===== src/rtl/wish_width_splitter.sv =====
// Wishbone width splitter: accepts one beat of N packed words and replays it
// as N single-word beats, with the last-beat tag only on the final word.
module wish_width_splitter #(
  parameter int DATA_WIDTH    = 32,
  parameter int N             = 2,
  parameter bit LITTLE_ENDIAN = 1'b1
) (
  input  logic                    clk_i,
  input  logic                    rst_i,
  input  logic                    stb_i,
  input  logic                    cyc_i,
  input  logic [DATA_WIDTH*N-1:0] dat_i,
  input  logic [1:0]              tgc_i,
  output logic                    ack_o,
  output logic                    stb_o,
  output logic                    cyc_o,
  output logic [DATA_WIDTH-1:0]   dat_o,
  output logic [1:0]              tgc_o,
  input  logic                    ack_i
);

  localparam int IW = (N > 1) ? $clog2(N) : 1;
  localparam logic [IW-1:0] LAST_IDX = IW'(N - 1);

  generate
    if (N < 1) begin : g_bad_n
      $error("wish_width_splitter: N must be >= 1");
    end
  endgenerate

  typedef enum logic {EMPTY, SEND} state_t;

  state_t                  state_q, state_d;
  logic [IW-1:0]           idx_q, idx_d;
  logic [DATA_WIDTH*N-1:0] buf_q, buf_d;
  logic [DATA_WIDTH*N-1:0] words_in;
  logic [DATA_WIDTH-1:0]   dat_q, dat_d;
  logic [1:0]              tag_q, tag_d;
  logic                    is_last;
  logic                    in_xfer;
  logic                    out_xfer;

  // The buffer holds words already in emission order: slot k is word k.
  genvar gi;
  generate
    for (gi = 0; gi < N; gi++) begin : g_order
      if (LITTLE_ENDIAN) begin : g_le
        assign words_in[gi*DATA_WIDTH +: DATA_WIDTH] = dat_i[gi*DATA_WIDTH +: DATA_WIDTH];
      end else begin : g_be
        assign words_in[gi*DATA_WIDTH +: DATA_WIDTH] = dat_i[(N-1-gi)*DATA_WIDTH +: DATA_WIDTH];
      end
    end
  endgenerate

  assign is_last  = (idx_q == LAST_IDX);
  assign ack_o    = !rst_i && ((state_q == EMPTY) || ((state_q == SEND) && is_last && ack_i));
  assign in_xfer  = stb_i && cyc_i && ack_o;
  assign out_xfer = (state_q == SEND) && ack_i;

  assign stb_o = (state_q == SEND);
  assign cyc_o = (state_q == SEND);
  assign dat_o = dat_q;
  assign tgc_o = {tag_q[1], tag_q[0] & is_last};

  always_comb begin
    state_d = state_q;
    idx_d   = idx_q;
    buf_d   = buf_q;
    dat_d   = dat_q;
    tag_d   = tag_q;
    case (state_q)
      EMPTY: begin
        if (in_xfer) begin
          buf_d   = words_in;
          dat_d   = words_in[DATA_WIDTH-1:0];
          tag_d   = tgc_i;
          idx_d   = '0;
          state_d = SEND;
        end
      end
      SEND: begin
        if (out_xfer) begin
          if (!is_last) begin
            idx_d = idx_q + 1'b1;
            dat_d = buf_q[(32'(idx_q) + 1) * DATA_WIDTH +: DATA_WIDTH];
          end else if (in_xfer) begin
            // Reload on the last word keeps the stream gap-free.
            buf_d = words_in;
            dat_d = words_in[DATA_WIDTH-1:0];
            tag_d = tgc_i;
            idx_d = '0;
          end else begin
            state_d = EMPTY;
          end
        end
      end
      default: state_d = EMPTY;
    endcase
  end

  always_ff @(posedge clk_i) begin
    if (rst_i) begin
      state_q <= EMPTY;
      idx_q   <= '0;
      buf_q   <= '0;
      dat_q   <= '0;
      tag_q   <= '0;
    end else begin
      state_q <= state_d;
      idx_q   <= idx_d;
      buf_q   <= buf_d;
      dat_q   <= dat_d;
      tag_q   <= tag_d;
    end
  end

endmodule


===== config.mk =====
export PLATFORM = sky130hd
export DESIGN_NAME = wish_width_splitter
export DESIGN_NICKNAME = d
export VERILOG_FILES = /design/src/rtl/wish_width_splitter.sv
export SDC_FILE = /design/constraint.sdc
export NUM_CORES = 1
export LEC_CHECK = 0
export ABC_AREA = 0
export CORE_MARGIN = 4
export CORE_UTILIZATION = 35
export DETAILED_ROUTE_END_ITERATION = 16
export PLACE_DENSITY_LB_ADDON = 0.2
export SYNTH_ARGS = -nofsm -noshare
export SYNTH_HDL_FRONTEND = slang
export SYNTH_SLANG_ARGS = --single-unit

===== constraint.sdc =====
create_clock -name clk_i -period 1.18 [get_ports clk_i]
set_input_delay 0.236 -clock clk_i [delete_from_list [all_inputs] [get_ports clk_i]]
set_output_delay 0.236 -clock clk_i [all_outputs]
set_load 0.02 [all_outputs]

==> impl_metrics.toml <==
[placement]
hpwl_mm = 6.74
dp_slack_ns = -0.493
gp_congestion = 0.780
io_buffers = 107

[sta]
finalHoldViolCount = 0
slew_headroom = 0.745
layout_setup_ws_ns = -0.193
drv_slew = 0
max_freq_mhz = 728
fin_setup_tns_ns = -9.52
period_share = 1.16
fin_crit_ns = 1.37
tightest_slew_ns = 0.382
finalSetupViolCount = 71
fin_hold_ws_ns = 0.398
skew_ns = 0.0108
rsz0062_at_grt = "yes"

[cts]
htree_levels = 3
clk_latency_ns = 0.34
cts_tree = "done"
cts-buffers-inserted = 9
clock_path_buffers = 2
cts_root_buffer = "clkbuf_8"
clk_pin_slew_ns = 0.07
ctsHoldBuffers = 0
clock-sinks = 68

[power]
p_seq_frac = 0.424
ir_drop_v = 0.000594
p_sw_mw = 1.70
total_power_mw = 5.99
p_comb_frac = 0.262
powerDensity_nw_per_um2 = 1200
cellLeakagePower_nw = 1.90
intPower_mw = 4.29
clkPwrFrac = 0.314
p_sw_frac = 0.284

[routing]
dr.pass1.iters = 5
vias_per_cell = 5.51
drtIter0Drc = 144
vias = 3371
remaining_drc_errors = 0
drtAntennaViolNets = 0
wl_per_cell_um = 17.5
routed_wirelength_mm = 10.7

[floorplanning]
initial_core_util = 0.363
die_area_um2 = 10700
core_area_um2 = 8810
dieHeight_um = 104
die_w_um = 104
rows = 34
pin_count = 108

[layout]
mostFrequentLayoutCells = "68 x clkdlybuf4s50_1, 66 x dfxtp_1, 51 x buf_4"
nets = 571
regArea_um2 = 1370
drive_above_1_share = 0.274
fill_cells = 788
post-route-util = 0.566
multi_input_area_um2 = 1700
areaGrowthSynthToFinish_pct = 55.9
final_common_cell = "clkdlybuf4s50_1"
diodes = 0

[grt]
grt_pass1_vias = 3226
grt_pass1_wl_mm = 16.2
grt_overflow = 0
grt_max_degree = 46
track_usage = 0.181
grt_antenna_before_repair = 0

[worst_hold_path]
hold_path.class = "in -> reg"
hold_start = "ack_i"
min_to = "idx_q$_SDFFE_PP0P_"
min_path_cells = 4

[critical_path]
path_cells = "buf_6 -> nor2b_4 -> o32ai_4 -> buf_6 -> buf_8 -> o221a_1"
path_class = "reg -> reg"
r2r-start = "cyc_o$_SDFF_PP0_"
cpMaxStageDelayCell = "dfxtp_4"
path_common_cell = "buf_6"
startpoint_type = "flip-flop"
slowest_delay_ns = 0.35
regToRegSetupSlack_ns = -0.19
reg2regPathDepth = 6
critPathArrivalTime_ns = 1.65
rr_endpoint = "dat_o[27]$_SDFFE_PP0N_"
cp_data_required_time_ns = 1.46
cp_max_fo = 10
critPathCaptureType = "flip-flop"

[synthesis]
syn_nets = 431
synth_top_cell_by_area = "dfxtp_1"
synth_cells = 360
synth_cell_types = 21
synth_area_leaders = "dfxtp_1 43%, o221a_1 11%, a311oi_1 8.8%"
synth_top_cell_area_share = 0.425
synth-seq-cells = 68
syn-cell-area_um2 = 3200
synth_seq_area_share = 0.425
syn_avg_cell_area_um2 = 8.89
synth_warnings = 0

[outcome]
outcome = "finished, violations left"
violations = "negative setup slack"

[flow_run]
cap_violations = 0
-- per-stage QoR --
step           cells  cell area (µm²)
4_1_cts          602             4830
3_5_place_dp     582             4640
5_1_grt          612             4990
3_3_place_gp     582             4640
2_1_floorplan    360             3270
6_report         612             4990
-- routing by layer --
metal,part of all wire,wire (µm),GRT usage
met1,0.44,4670,0.237
met2,0.50,5350,0.304
met3,0.057,612,0.0361
met4,0.0067,72,0.0522
met5,0,0,0
-- power by group through the flow --
stage | logic (mW) | clock network (mW) | registers [mW]
global placement | 1.47 | 0 | 2.59
finish | 1.57 | 1.88 | 2.54
global route | 1.69 | 2.02 | 2.56
detailed placement | 1.49 | 0 | 2.59
floorplan | 0.594 | 0 | 2.73
CTS | 1.49 | 1.92 | 2.54
-- worst max path at each step --
stage	startpoint	slack, ns	to
finish	cyc_o$_SDFF_PP0_	-0.19	dat_o[27]$_SDFFE_PP0N_
global route	cyc_o$_SDFF_PP0_	-0.25	dat_o[8]$_SDFFE_PP0N_
CTS	cyc_o$_SDFF_PP0_	-0.19	dat_o[2]$_SDFFE_PP0N_
detailed placement	stb_i	-0.49	dat_o[2]$_SDFFE_PP0N_
global placement	stb_i	-0.45	dat_o[12]$_SDFFE_PP0N_
floorplan	cyc_o$_SDFF_PP0_	-0.05	dat_o[0]$_SDFFE_PP0N_
-- synthesized netlist by cell type --
cell / count
nor2b_1: 1
buf_4: 7
o21ai_0: 29
nor3b_1: 32
buf_1: 1
clkbuf_1: 23
o221a_1: 32
a21bo_1: 1
dfxtp_1: 68
a21boi_2: 1
nand3b_1: 1
and2_1: 2
nor2_1: 33
a21oi_1: 36
o32ai_2: 1
inv_1: 1
nand3_1: 34
buf_2: 17
o21ai_1: 6
a311oi_1: 32
nand2_2: 2
-- cells by family after synthesis --
family,count (synthesis),synth area share
AND/OR/NAND/NOR,105,0.179
buffers and inverters,49,0.0723
flip-flops,68,0.426
AO/OA/AOI/OAI,138,0.323
-- critical path, delay by kind of cell, from the launching register on --
kind	cells	cell delay [ns]
compound gates	2	0.43
buf+inv	3	0.42
flops	1	0.35
simple gates	1	0.13
-- state kept, by name, indices dropped and copies added (netlist names) --
signal	cells
idx_q	1
buf_q	32
cyc_o	1
tag_q	2
dat_o	32
-- final cells by class --
type	instances	area share
Clock inverter	5	0.0103
Timing Repair Buffer	176	0.319
Multi-Input combinational cell	244	0.341
Sequential cell	68	0.274
Inverter	1	0.000752
Tap cell	108	0.0271
Clock buffer	10	0.0276
-- what timing repair did --
action                     CTS  global route
setup endpoints to repair  104            82
pin swaps                    2             2
setup buffers                4             7
cloned                       1             4
gates resized for setup    158            29
No activity file was read; power rests on OpenSTA's default activity.
